$ cat config.mk
export PLATFORM = sky130hd
export DESIGN_NAME = npu_result_reader_flat
export DESIGN_NICKNAME = d
export VERILOG_FILES = /design/src/rtl/npu_bus_pkg.sv /design/src/rtl/npu_result_reader_if.sv /design/src/rtl/npu_word_fifo.sv /design/src/rtl/npu_result_reader.sv /design/src/flat_wrapper.sv
export SDC_FILE = /design/constraint.sdc
export NUM_CORES = 1
export LEC_CHECK = 0
export ABC_AREA = 1
export CORE_MARGIN = 1
export CORE_UTILIZATION = 59
export CTS_BUF_LIST = sky130_fd_sc_hd__clkbuf_4 sky130_fd_sc_hd__clkbuf_8
export CTS_CLUSTER_DIAMETER = 200
export DETAILED_ROUTE_END_ITERATION = 7
export PLACE_DENSITY_LB_ADDON = 0.15
export SYNTH_ARGS = -nofsm -noshare
export SYNTH_HDL_FRONTEND = slang
export SYNTH_HIERARCHICAL = 1
export SYNTH_SLANG_ARGS = --single-unit
$ cat constraint.sdc
create_clock -name clk -period 10.4 [get_ports clk]
set_input_delay 1.56 -clock clk [delete_from_list [all_inputs] [get_ports clk]]
set_output_delay 1.56 -clock clk [all_outputs]
set_load 0.02 [all_outputs]
$ cat src/rtl/npu_bus_pkg.sv
// Bus map, status layout and byte-lane order shared by the NPU host writer and result reader.
package npu_bus_pkg;

  localparam logic [1:0] ADDR_POP    = 2'd0;
  localparam logic [1:0] ADDR_STATUS = 2'd1;
  localparam logic [1:0] ADDR_CTRL   = 2'd3;

  localparam int CTRL_CLEAR_BIT = 0;

  localparam int ST_UNDERFLOW = 31;
  localparam int ST_FULL      = 30;
  localparam int ST_EMPTY     = 29;
  localparam int ST_COUNT_LSB = 24;
  localparam int ST_PACK_LSB  = 16;
  localparam int ST_WORDS_LSB = 0;

  // Lane n holds the n-th byte of a word on the serial stream (MSB first).
  localparam int LANE0_LSB = 24;
  localparam int LANE1_LSB = 16;
  localparam int LANE2_LSB = 8;
  localparam int LANE3_LSB = 0;

  function automatic logic [31:0] place_byte(input logic [1:0] lane, input logic [7:0] b);
    logic [31:0] w;
    w = '0;
    case (lane)
      2'd0:    w[LANE0_LSB +: 8] = b;
      2'd1:    w[LANE1_LSB +: 8] = b;
      2'd2:    w[LANE2_LSB +: 8] = b;
      default: w[LANE3_LSB +: 8] = b;
    endcase
    return w;
  endfunction

endpackage

$ cat src/rtl/npu_result_reader_if.sv
// NPU result byte stream plus the chipselect-qualified Avalon-style slave bus.
interface npu_result_reader_if;

  logic [7:0]  result_data;
  logic        result_valid;
  logic        result_last;
  logic        result_ready;
  logic        chipselect;
  logic        read;
  logic        write;
  logic [1:0]  address;
  logic [31:0] writedata;
  logic [31:0] readdata;

  modport slave (
    input  result_data, result_valid, result_last,
    input  chipselect, read, write, address, writedata,
    output result_ready, readdata
  );

  modport master (
    output result_data, result_valid, result_last,
    output chipselect, read, write, address, writedata,
    input  result_ready, readdata
  );

endinterface

$ cat src/rtl/npu_word_fifo.sv
// Synchronous word FIFO with clear; head is the combinational read of the oldest entry.
module npu_word_fifo #(
  parameter int DEPTH = 16,
  parameter int CNT_W = 5,
  parameter int W     = 32
) (
  input  logic             clk,
  input  logic             rst_n,
  input  logic             clr,
  input  logic             push,
  input  logic [W-1:0]     push_data,
  input  logic             pop,
  output logic [W-1:0]     head,
  output logic             full,
  output logic             empty,
  output logic [CNT_W-1:0] count
);

  localparam int PW = $clog2(DEPTH);

  logic [W-1:0]  mem [DEPTH];
  logic [PW-1:0] wr_ptr;
  logic [PW-1:0] rd_ptr;
  logic          do_push;
  logic          do_pop;

  assign full    = (count == CNT_W'(DEPTH));
  assign empty   = (count == '0);
  assign do_push = push && !full && !clr;
  assign do_pop  = pop && !empty && !clr;
  assign head    = mem[rd_ptr];

  always_ff @(posedge clk) begin
    if (do_push) mem[wr_ptr] <= push_data;
  end

  always_ff @(posedge clk or negedge rst_n) begin
    if (!rst_n) begin
      wr_ptr <= '0;
      rd_ptr <= '0;
      count  <= '0;
    end else if (clr) begin
      wr_ptr <= '0;
      rd_ptr <= '0;
      count  <= '0;
    end else begin
      if (do_push) wr_ptr <= wr_ptr + 1'b1;
      if (do_pop)  rd_ptr <= rd_ptr + 1'b1;
      case ({do_push, do_pop})
        2'b10:   count <= count + 1'b1;
        2'b01:   count <= count - 1'b1;
        default: count <= count;
      endcase
    end
  end

endmodule

$ cat src/rtl/npu_result_reader.sv
// Packs the NPU serial result bytes into 32-bit words, buffers them, and serves them on the slave bus.
module npu_result_reader
  import npu_bus_pkg::*;
#(
  parameter int FIFO_DEPTH = 16,
  parameter int CNT_W      = 5,
  parameter int WCNT_W     = 14
) (
  input  logic                 clk,
  input  logic                 reset,
  npu_result_reader_if.slave   bus
);

  logic              ready_en;
  logic              ready;
  logic              rd_req;
  logic              wr_req;
  logic              clr;
  logic              accept;
  logic              push;
  logic              pop_req;
  logic              pop;
  logic [1:0]        pack_cnt;
  logic [31:0]       pack_word;
  logic [31:0]       merged;
  logic [31:0]       head;
  logic [31:0]       status;
  logic [31:0]       rd_mux;
  logic [31:0]       readdata_q;
  logic              full;
  logic              empty;
  logic [CNT_W-1:0]  count;
  logic [WCNT_W-1:0] words_pushed;
  logic              underflow;
  logic              unused_wd;

  assign unused_wd = ^bus.writedata[31:1];

  // ready_en keeps result_ready low through reset and the edge that releases it.
  assign ready            = ready_en && !full;
  assign bus.result_ready = ready;

  assign rd_req  = bus.chipselect && bus.read && !bus.write;
  assign wr_req  = bus.chipselect && bus.write;
  assign clr     = wr_req && (bus.address == ADDR_CTRL) && bus.writedata[CTRL_CLEAR_BIT];
  assign accept  = bus.result_valid && ready && !clr;
  assign merged  = pack_word | place_byte(pack_cnt, bus.result_data);
  assign push    = accept && ((pack_cnt == 2'd3) || bus.result_last);
  assign pop_req = rd_req && (bus.address == ADDR_POP);
  assign pop     = pop_req && !empty;

  npu_word_fifo #(
    .DEPTH (FIFO_DEPTH),
    .CNT_W (CNT_W),
    .W     (32)
  ) u_fifo (
    .clk       (clk),
    .rst_n     (reset),
    .clr       (clr),
    .push      (push),
    .push_data (merged),
    .pop       (pop),
    .head      (head),
    .full      (full),
    .empty     (empty),
    .count     (count)
  );

  always_ff @(posedge clk or negedge reset) begin
    if (!reset) begin
      ready_en     <= 1'b0;
      pack_cnt     <= '0;
      pack_word    <= '0;
      words_pushed <= '0;
      underflow    <= 1'b0;
    end else begin
      ready_en <= 1'b1;
      if (clr) begin
        pack_cnt     <= '0;
        pack_word    <= '0;
        words_pushed <= '0;
        underflow    <= 1'b0;
      end else begin
        if (push) begin
          pack_cnt     <= '0;
          pack_word    <= '0;
          words_pushed <= words_pushed + 1'b1;
        end else if (accept) begin
          pack_cnt  <= pack_cnt + 2'd1;
          pack_word <= merged;
        end
        if (pop_req && empty) underflow <= 1'b1;
      end
    end
  end

  always_comb begin
    status                            = '0;
    status[ST_UNDERFLOW]              = underflow;
    status[ST_FULL]                   = full;
    status[ST_EMPTY]                  = empty;
    status[ST_COUNT_LSB +: CNT_W]     = count;
    status[ST_PACK_LSB +: 2]          = pack_cnt;
    status[ST_WORDS_LSB +: WCNT_W]    = words_pushed;
  end

  always_comb begin
    rd_mux = '0;
    case (bus.address)
      ADDR_POP:    rd_mux = empty ? 32'h0 : head;
      ADDR_STATUS: rd_mux = status;
      default:     rd_mux = 32'h0;
    endcase
  end

  always_ff @(posedge clk or negedge reset) begin
    if (!reset)      readdata_q <= '0;
    else if (rd_req) readdata_q <= rd_mux;
  end

  assign bus.readdata = readdata_q;

endmodule

$ cat src/flat_wrapper.sv
// flat-port wrapper written by rule: the top's interface ports become plain ports
module npu_result_reader_flat import npu_bus_pkg::*;
#(
  parameter int FIFO_DEPTH = 16,
  parameter int CNT_W      = 5,
  parameter int WCNT_W     = 14
)
  (clk, reset, bus_result_data, bus_result_valid, bus_result_last, bus_chipselect, bus_read, bus_write, bus_address, bus_writedata, bus_result_ready, bus_readdata);
  npu_result_reader_if bus_i ();
  input  logic clk;
  input  logic reset;
  input wire logic [$bits(bus_i.result_data)-1:0] bus_result_data;
  input wire logic [$bits(bus_i.result_valid)-1:0] bus_result_valid;
  input wire logic [$bits(bus_i.result_last)-1:0] bus_result_last;
  input wire logic [$bits(bus_i.chipselect)-1:0] bus_chipselect;
  input wire logic [$bits(bus_i.read)-1:0] bus_read;
  input wire logic [$bits(bus_i.write)-1:0] bus_write;
  input wire logic [$bits(bus_i.address)-1:0] bus_address;
  input wire logic [$bits(bus_i.writedata)-1:0] bus_writedata;
  output wire logic [$bits(bus_i.result_ready)-1:0] bus_result_ready;
  output wire logic [$bits(bus_i.readdata)-1:0] bus_readdata;
  assign bus_i.result_data = bus_result_data;
  assign bus_i.result_valid = bus_result_valid;
  assign bus_i.result_last = bus_result_last;
  assign bus_i.chipselect = bus_chipselect;
  assign bus_i.read = bus_read;
  assign bus_i.write = bus_write;
  assign bus_i.address = bus_address;
  assign bus_i.writedata = bus_writedata;
  assign bus_result_ready = bus_i.result_ready;
  assign bus_readdata = bus_i.readdata;
  npu_result_reader #(.FIFO_DEPTH(FIFO_DEPTH), .CNT_W(CNT_W), .WCNT_W(WCNT_W)) u_core (.clk(clk), .reset(reset), .bus(bus_i));
endmodule
Word level (Yosys, flattened, before mapping)

Memories as Yosys holds them, arrays and structs flattened.
Index checks and enable logic that the tools add are counted.

Register bits after elaboration: 95
Memory bits (writable): 512
Input port bits: 49
Output and inout port bits: 33
Word-level logic and storage cells: 80
Memories kept: 1

Memories:

| name              | depth | width | read ports | clocked after Yosys merged registers in | wr ports | line                | source |
|---|---|---|---|---|---|---|---|
| u_core.u_fifo.mem | 16    | 32    | 1          | 0                                       | 1        | npu_word_fifo.sv:21 | `logic [W-1:0] mem [DEPTH];` |

Add/subtract/negate cells: 6
Equal/unequal tests: 8
Muxes and demuxes: 24
Bitwise operators: 1
Reductions and logical operators: 31

Operators with widths:

| operator                | count |
|---|---|
| $mux W32                | 4 |
| $pmux W32 S2            | 1 |
| $mux W8                 | 4 |
| $or A32 B32 Y32         | 1 |
| $mux W14                | 2 |
| $logic_and A1 B1 Y1     | 16 |
| $mux W4                 | 4 |
| $add A14 B1 Y14 const B | 1 |
| $pmux W5 S2             | 1 |
| $add A4 B1 Y4 const B   | 2 |
| $eq A2 B2 Y1 const B    | 4 |
| $reduce_bool A2 Y1      | 4 |
| $eq A2 B1 Y1 const B    | 3 |
| $mux W2                 | 3 |
| $reduce_bool A3 Y1      | 2 |
| $add A5 B1 Y5 const B   | 1 |
| $eq A5 B5 Y1 const B    | 1 |
| $logic_not A5 Y1        | 1 |
| $mux W5                 | 1 |
| $sub A5 B1 Y5 const B   | 1 |
| $logic_not A1 Y1        | 4 |
| $logic_not A2 Y1        | 2 |
| $mux W1                 | 4 |
| $reduce_or A3 Y1        | 1 |
| other kinds (2)         | 2 |

Logic depth before layout (Yosys ltp)

Gate-level depths: netlist (run 1).

Word-level depth: 11
Gate-level depth with buffers: 21
Mapped depth without buffers: 21

By module

The synthesis (run 1) kept the hierarchy.

By module, submodules not included:

| module            | instances | cells each | area an instance (sq um) | sequential area each (sq um) |
|---|---|---|---|---|
| npu_word_fifo     | 1         | 1606       | 20823.7                  | 15700.1 |
| npu_result_reader | 1         | 480        | 4015.1                   | 2052.0 |

Worst setup path before layout (run 1)

Ideal clock, no wire load.

Path kind: input to register
Start: in bus_address[0]
End: mem u_core.u_fifo.mem[11][0], enable pin
Setup time: 421 ps
Arrival: 4031 ps
Data required time: 9979 ps
Path slack: 5948 ps
Cell stages on the path: 9
Buffers on the path: 2
Cells stage by stage: nand2_1 -> nor2_1 -> nand2_2 -> buf_4 -> inv_1 -> inv_1 -> buf_1 -> nand3_1 -> nor2_1

Cells in the longest elaborated chain, start to end: 10

RTL lines:

| what                               | line                                         | source |
|---|---|---|
| start: declaration                 | flat_wrapper.sv:18                           | `input wire logic [$bits(bus_i.address)-1:0] bus_address;` |
| $eq A2 B2 Y1 *                     | npu_result_reader.sv:45                      | `assign clr = wr_req && (bus.address == ADDR_CTRL) && bus.writedata[CTRL_CLEAR_BIT];` |
| $logic_and A1 B1 Y1 * (2 in a row) | npu_result_reader.sv:45                      |  |
| net u_core.clr                     | npu_result_reader.sv:18                      | `logic clr;` |
| $logic_not A1 Y1 *                 | npu_word_fifo.sv:29, npu_result_reader.sv:46 |  |
| $logic_and A1 B1 Y1                | npu_result_reader.sv:46                      | `assign accept = bus.result_valid && ready && !clr;` |
| $logic_and A1 B1 Y1                | npu_result_reader.sv:48                      | `assign push = accept && ((pack_cnt == 2'd3) \|\| bus.result_last);` |
| $logic_and A1 B1 Y1                | npu_word_fifo.sv:29                          | `assign do_push = push && !full && !clr;` |
| $logic_and A1 B1 Y1 *              | npu_word_fifo.sv:29                          |  |
| $mux W1 *                          | npu_word_fifo.sv:34                          | `if (do_push) mem[wr_ptr] <= push_data;` |
| $mux W1 (implied by the code) *    | npu_word_fifo.sv:34                          |  |
| end: declaration                   | npu_word_fifo.sv:21                          |  |

Mark *: on every way through the listed nets, which the timed path passes. The rest lies on a longest branch.

Worst setup path in the final report (run 1)

Start: in bus_result_valid
End: mem u_core.u_fifo.mem[12][23], enable pin

Cells in the longest elaborated chain, start to end: 7

RTL lines:

| what                             | line                    | source |
|---|---|---|
| start: declaration               | flat_wrapper.sv:13      | `input wire logic [$bits(bus_i.result_valid)-1:0] bus_result_valid;` |
| $logic_and A1 B1 Y1 (2 in a row) | npu_result_reader.sv:46 |  |
| $logic_and A1 B1 Y1              | npu_result_reader.sv:48 |  |
| net u_core.push                  | npu_result_reader.sv:20 | `logic push;` |
| $logic_and A1 B1 Y1 (2 in a row) | npu_word_fifo.sv:29     |  |
| $mux W1                          | npu_word_fifo.sv:34     |  |
| $mux W1 (implied by the code)    | npu_word_fifo.sv:34     |  |

The timed path passes the listed nets, and every way through them passes these cells.

==> flow_summary.yaml, run 1 <==
run_status:
  status: "finished clean"
drt:
  wl_mm: 61.4
  drc: 0
  vias_per_cell: 5.98
  postRouteAntennaNets: 0
  drtPass1Iterations: 5
  drt_iter0_markers: 1526
  wire_per_inst_um: 22.2
  vias: 16500
sta:
  worst_slew_pin_slew_ns: 1.30
  tns_ns: 0
  drv_slew: 0
  clock-skew-final_ns: 0.0416
  period_needed_ns: 4.54
  fmax_mhz: 220
  setup_violations: 0
  slew-limit-headroom_pct: 13.3
  rsz0062_at_grt: "no"
  hold_violations: 0
  period_share_pct: 43.6
logic_synthesis:
  synth-seq-cells: 607
  synth_edf_count: 512
  synth_top_area_share_pct: 61.9
  syn_nets: 2149
  synth_largest_area_cell: "edfxtp_1"
  synth_seq_area_share_pct: 71.5
  async_reset_ff_share_pct: 15.7
  synth_ff_type: "edfxtp_1"
  syn_inst: 2086
  syn_area_per_cell_um2: 11.9
  netlist_top_cells_area: "edfxtp_1, dfrtp_1, nand2_1, nand3_1, o21ai_0"
  synth_common_cells: "edfxtp_1, nand2_1, nand3_1"
  yosys_warnings: 6
  yosysMostFrequentCell: "edfxtp_1"
  synthDistinctLibCells: 40
  syn_area_um2: 24800
setup_path:
  cp.arrival_ns: 4.87
  crit_chain: "clkdlybuf4s50_1 > nand3_1 > nor2_4 > nand2_1 > inv_1 > nand2_1 > inv_1 > nand2_1 > nor2_4 > buf_4"
  crit_type: "input pin to flop"
  cpMostUsedCell: "nand2_1"
  endpoint_kind: "flop"
  slowest_stage: "nor2_4"
  cp.required_ns: 10.73
  max_stage_delay_ns: 0.77
  critPathLaunchType: "input pin"
  rrSetupSlack_ns: 6.23
  crit_fanout: 17
global_routing:
  grt_max_degree: 250
  grt_use_total_pct: 29.1
  grt_pass1_wl_mm: 93.4
  antenna_found_initial: 0
  grt_pass1_vias: 15800
  overflow: 0
pwr:
  p_per_area_nw_per_um2: 257
  leakagePower_nw: 10.2
  irDropWorstVdd_v: 0.000241
place:
  dpl.hpwl_mm: 32.4
  io_buffers: 50
  place_congestion: 0.842
  placed_area_um2: 25800
floorplanning:
  coreArea_um2: 41200
  die_h_um: 207
  die_x_um: 207
  initial_utilization_pct: 60.3
  ioPinCount: 82
  die-area_um2: 42900
  rows: 74
cells_and_area:
  area_growth_pct: 11.4
  fin_area_um2: 27700
  layout-drive-gt1-share_pct: 10.8
  fillCellCount: 2990
  num_antenna_cells: 0
  fin_util_pct: 67.2
  fin_nets: 2215
clocking:
  ctsHoldBuffers: 0
  cts-root-buf: "clkbuf_8"
  h-tree-depth: 3
  cts.sinks: 607
  cts_buffer_depth: 3
  numCtsBuffers: 95
  clk_pin_slew_ns: 0.06
  clock_latency_ns: 0.70
  cts_tree: "yes"
  post_cts_buffers: 0
  ctsResizeCount: 0
min_path:
  holdCritPathClass: "flop to flop"
job:
  drv_cap: 0
layout make-up:
class                   instances  area [um2]  area share, %
clock buffers                 147        1760           6.36
clock inverters                28         148          0.534
inverters                     106         413           1.49
multi-input cells            1258        6160           22.3
flip-flops and latches        607       17800           64.2
well taps                     532         666           2.41
repair buffers                 84         766           2.77
state kept, by name, summed over array words and instances (netlist names):
name	count
u_core/bus.readdata	32
u_core/underflow	1
u_core/words_pushed	14
u_core/u_fifo/count	5
u_core/u_fifo/rd_ptr	4
u_core/u_fifo/wr_ptr	4
u_core/pack_word	32
u_core/u_fifo/mem	512
u_core/pack_cnt	2
u_core/ready_en	1
critical path, delay by kind of cell:
kind	cells	cell delay, ns
simple gates	6	1.98
buf+inv	4	1.32
metal layers:
metal | routed length [um] | GRT usage, % | part of all wire, %
met1 | 25600 | 41.0 | 42
met2 | 29100 | 46.0 | 47
met3 | 4430 | 3.71 | 7.2
met4 | 2190 | 13.4 | 3.6
met5 | 0 | 0 | 0
layout by cell type, fill, tap and decap left out, drive strengths merged:
master,instances
dfrtp,95
o22ai,9
nand4,62
clkdlybuf4s50,49
conb,1
nor2,183
a31oi,3
nand3b,2
o21bai,13
fa,1
nand2,440
clkinvlp,3
ha,13
o211ai,55
clkbuf,147
a21o,3
a22o,8
nor3,6
xnor2,1
o21a,1
o21ai,174
inv,105
xor2,2
edfxtp,512
buf,35
a21oi,78
clkinv,26
nand3,203
where the power goes:
part	internal (mW)	switching, mW	total (mW)
Combinational	0.534	1.40	1.93
Sequential	3.05	0.161	3.21
Clock	1.08	0.903	1.98
stage by stage:
stage,power [mW],std cells,setup slack [ns],hold WS [ns]
after global routing,7.46,2762,5.72,0.488
after global placement,5.12,2587,5.28,0.457
final,7.12,2762,5.86,0.474
after floorplan,4.52,2086,5.95,0.443
after CTS,7.15,2762,5.92,0.477
after detailed placement,5.17,2587,5.23,0.460
cell families after synthesis:
logic type | share of synthesized area [%]
fa+ha+maj | 0.735
simple gates | 15.6
compound gates | 7.88
flops | 71.5
other cells | 0.0151
buf+inv | 4.23
xor+xnor | 0.106
path summary, 6_finish.rpt:
check                                                           end                                start  cells past startpoint
worst max-delay path            u_core/u_fifo/mem[12][23]$_DFFE_PP_                     bus_result_valid                     10
worst min-delay path            u_core/bus.readdata[24]$_DFFE_PN0P_  u_core/bus.readdata[24]$_DFFE_PN0P_                      1
worst max register to register  u_core/u_fifo/mem[12][23]$_DFFE_PP_       u_core/pack_cnt[1]$_DFFE_PN0P_                     10
worst min register to register  u_core/bus.readdata[24]$_DFFE_PN0P_  u_core/bus.readdata[24]$_DFFE_PN0P_                      1
max in group asynchronous       u_core/u_fifo/rd_ptr[1]$_DFFE_PN0P_                                reset                      2
min in group asynchronous       u_core/words_pushed[12]$_DFFE_PN0P_                                reset                      1
No activity file was read; power rests on OpenSTA's default activity.
==> inputs of run 2 (changes only) <==
--- a/config.mk
+++ b/config.mk
@@ -7,7 +7,7 @@
 export LEC_CHECK = 0
 export ABC_AREA = 1
 export CORE_MARGIN = 1
-export CORE_UTILIZATION = 59
+export CORE_UTILIZATION = 57
 export CTS_BUF_LIST = sky130_fd_sc_hd__clkbuf_4 sky130_fd_sc_hd__clkbuf_8
 export CTS_CLUSTER_DIAMETER = 200
 export DETAILED_ROUTE_END_ITERATION = 7
==> constraint.sdc (replaced) <==
create_clock -name clk -period 3.8 [get_ports clk]
set_input_delay 0.57 -clock clk [delete_from_list [all_inputs] [get_ports clk]]
set_output_delay 0.57 -clock clk [all_outputs]
set_load 0.02 [all_outputs]
==> run 2 against run 1 <==
Effect of this change:
- first-iteration DRC count is 7.4% higher
- critical path depth is 10 higher
- sequential cell count stayed put
- die area is 3.5% higher
- utilization is 2.0 points lower
- global-route usage is 0.31 points lower
- worst setup slack worse by 5.3 ns
- sequential power grew to 2.7 times the previous value
- count of clock-buffer cells in the layout is 25 lower
- sequential share of layout area is 0.82 points lower
- critical path type is now flop to flop
==> flow_summary.yaml, run 2 (synthesis gave the netlist of run 1 again) <==
cells_and_area:
  final_common_cell: "edfxtp_1"
  largest_register: "u_core/u_fifo/mem"
  layout-drive-gt1-share_pct: 11.8
  largest_reg_flops: 512
  fin_nets: 2249
  area_growth_pct: 12.8
  final_cell_mix: "edfxtp_1, nand2_1, nand3_1"
  fin_area_um2: 28000
pwr:
  p_per_area_nw_per_um2: 709
  irDropWorstVdd_v: 0.000582
  p_total_mw: 19.9
  leakagePower_nw: 10.4
global_routing:
  grt_pass1_wl_mm: 94.9
  grt_pass1_vias: 15900
  grt_max_degree: 219
  overflow: 0
  grt_use_total_pct: 28.8
  antenna_found_initial: 1
floorplanning:
  die-area_um2: 44400
  ioPinCount: 82
  die_x_um: 211
  die_h_um: 211
  rows: 76
  coreArea_um2: 43000
  initial_utilization_pct: 57.8
clocking:
  numCtsBuffers: 95
  cts-root-buf: "clkbuf_8"
  post_cts_buffers: 0
  clock_latency_ns: 0.67
  cts_buffer_depth: 3
  cts.sinks: 607
  h-tree-depth: 3
  ctsResizeCount: 0
  cts_tree: "yes"
  clk_pin_slew_ns: 0.06
sta:
  fin_ws_ns: 0.612
  drv_slew: 0
  period_share_pct: 83.9
  clock-skew-final_ns: 0.0324
  tns_ns: 0
  worst_slew_pin_slew_ns: 1.26
  setup_violations: 0
  rsz0062_at_grt: "no"
  fmax_mhz: 314
  period_needed_ns: 3.19
  slew-limit-headroom_pct: 15.6
  hold_violations: 0
drt:
  vias_per_cell: 5.82
  wl_mm: 62.3
  vias: 16600
  postRouteAntennaNets: 0
  drc: 0
  drtPass1Iterations: 8
  drt_iter0_markers: 1639
  wire_per_inst_um: 21.9
setup_path:
  cp_num_buf_inv: 5
  slowest_stage: "dfrtp_1"
  max_stage_delay_ns: 0.42
  crit_fanout: 5
  crit_type: "flop to flop"
  crit_start: "u_core/u_fifo/count[1]$_DFFE_PN0P_"
  endpoint_kind: "flop"
  crit_chain: "nor2_1 > nand3_1 > inv_1 > inv_1 > nand3_1 > nor2_4 > nand2_1 > inv_1 > nand2_1 > inv_1 > nor2_1 > ha_1 > a21oi_1 > nand3_1 > nand2_1 > inv_1 > nand2_1 > nand2_1 > nand2_1 > nand2_1"
  cp.required_ns: 4.33
  cp.arrival_ns: 3.72
  critPathLaunchType: "flop"
  cpMostUsedCell: "nand2_1"
  crit_family: "simple AND/OR/NAND/NOR gates"
  rr_startpoint: "u_core/u_fifo/count[1]$_DFFE_PN0P_"
place:
  place_congestion: 0.863
  dpl.hpwl_mm: 37.0
  place_ws_ns: 0.499
  io_buffers: 50
  placed_area_um2: 26200
run_status:
  status: "finished clean"
min_path:
  hp-start: "u_core/bus.readdata[24]$_DFFE_PN0P_"
  holdCritPathClass: "flop to flop"
job:
  drv_cap: 0
[run 2: cell types whose count changed in the layout (fill, tap and decap cells not counted), moves of 2 or more]
cell and change:
o21bai_1 -3, clkbuf_4 -21, clkinv_1 +7, buf_12 +6, o21bai_2 +3, clkinv_2 +12
buf_4 +27, bufinv_16 +2, clkbuf_8 -4, inv_2 +2
[run 2: layout make-up]
cell class / count / area [um2]
Sequential cell: 607 / 17800
Fill cell: 3300 / 15000
Multi-Input combinational cell: 1258 / 6170
Clock buffer: 122 / 1550
Timing Repair Buffer: 118 / 1100
Tap cell: 585 / 732
Inverter: 106 / 410
Clock inverter: 51 / 307
Antenna cell: 1 / 2.50
[run 2: repair_timing]
item,in CTS,in global routing
hold buffers,1,0
hold endpoints to repair,28,0
setup endpoints to repair,0,0
[run 2: final timing paths]
check | end | slack [ns] | cells after the start
max | u_core/u_fifo/count[4]$_DFFE_PN0P_ | 0.61 | 20
min | u_core/bus.readdata[24]$_DFFE_PN0P_ | 0.49 | 1
max reg2reg | u_core/u_fifo/count[4]$_DFFE_PN0P_ | 0.61 | 20
min reg2reg | u_core/bus.readdata[24]$_DFFE_PN0P_ | 0.49 | 1
max in group asynchronous | u_core/pack_word[21]$_DFFE_PN0P_ | 2.41 | 3
min in group asynchronous | u_core/bus.readdata[23]$_DFFE_PN0P_ | 0.54 | 2
[run 2: per-layer routing]
| metal | global-route usage [%] | vias up | wire (um) |
|---|---|---|---|
| met2 | 45.8 | 704 | 29400 |
| met1 | 39.6 | 8105 | 26000 |
| li1 | - | 7625 | - |
| met3 | 4.24 | 139 | 4290 |
| met4 | 13.5 | 0 | 2600 |
| met5 | 0 | - | 0 |
[run 2: per-stage QoR]
step	cells	hold slack [ns]	utilization, %
after detailed placement	2673	0.468	60.9
after floorplan	2086	0.274	-
after global placement	2673	0.456	60.9
after global routing	2847	0.504	65.2
after CTS	2847	0.483	65.2
final	2848	0.486	65.2
[run 2: power breakdown]
part / internal [mW] / switching [mW] / total (mW)
Sequential: 8.35 / 0.303 / 8.65
Combinational: 1.60 / 4.27 / 5.87
Clock: 2.82 / 2.53 / 5.34
Total: 12.8 / 7.10 / 19.9
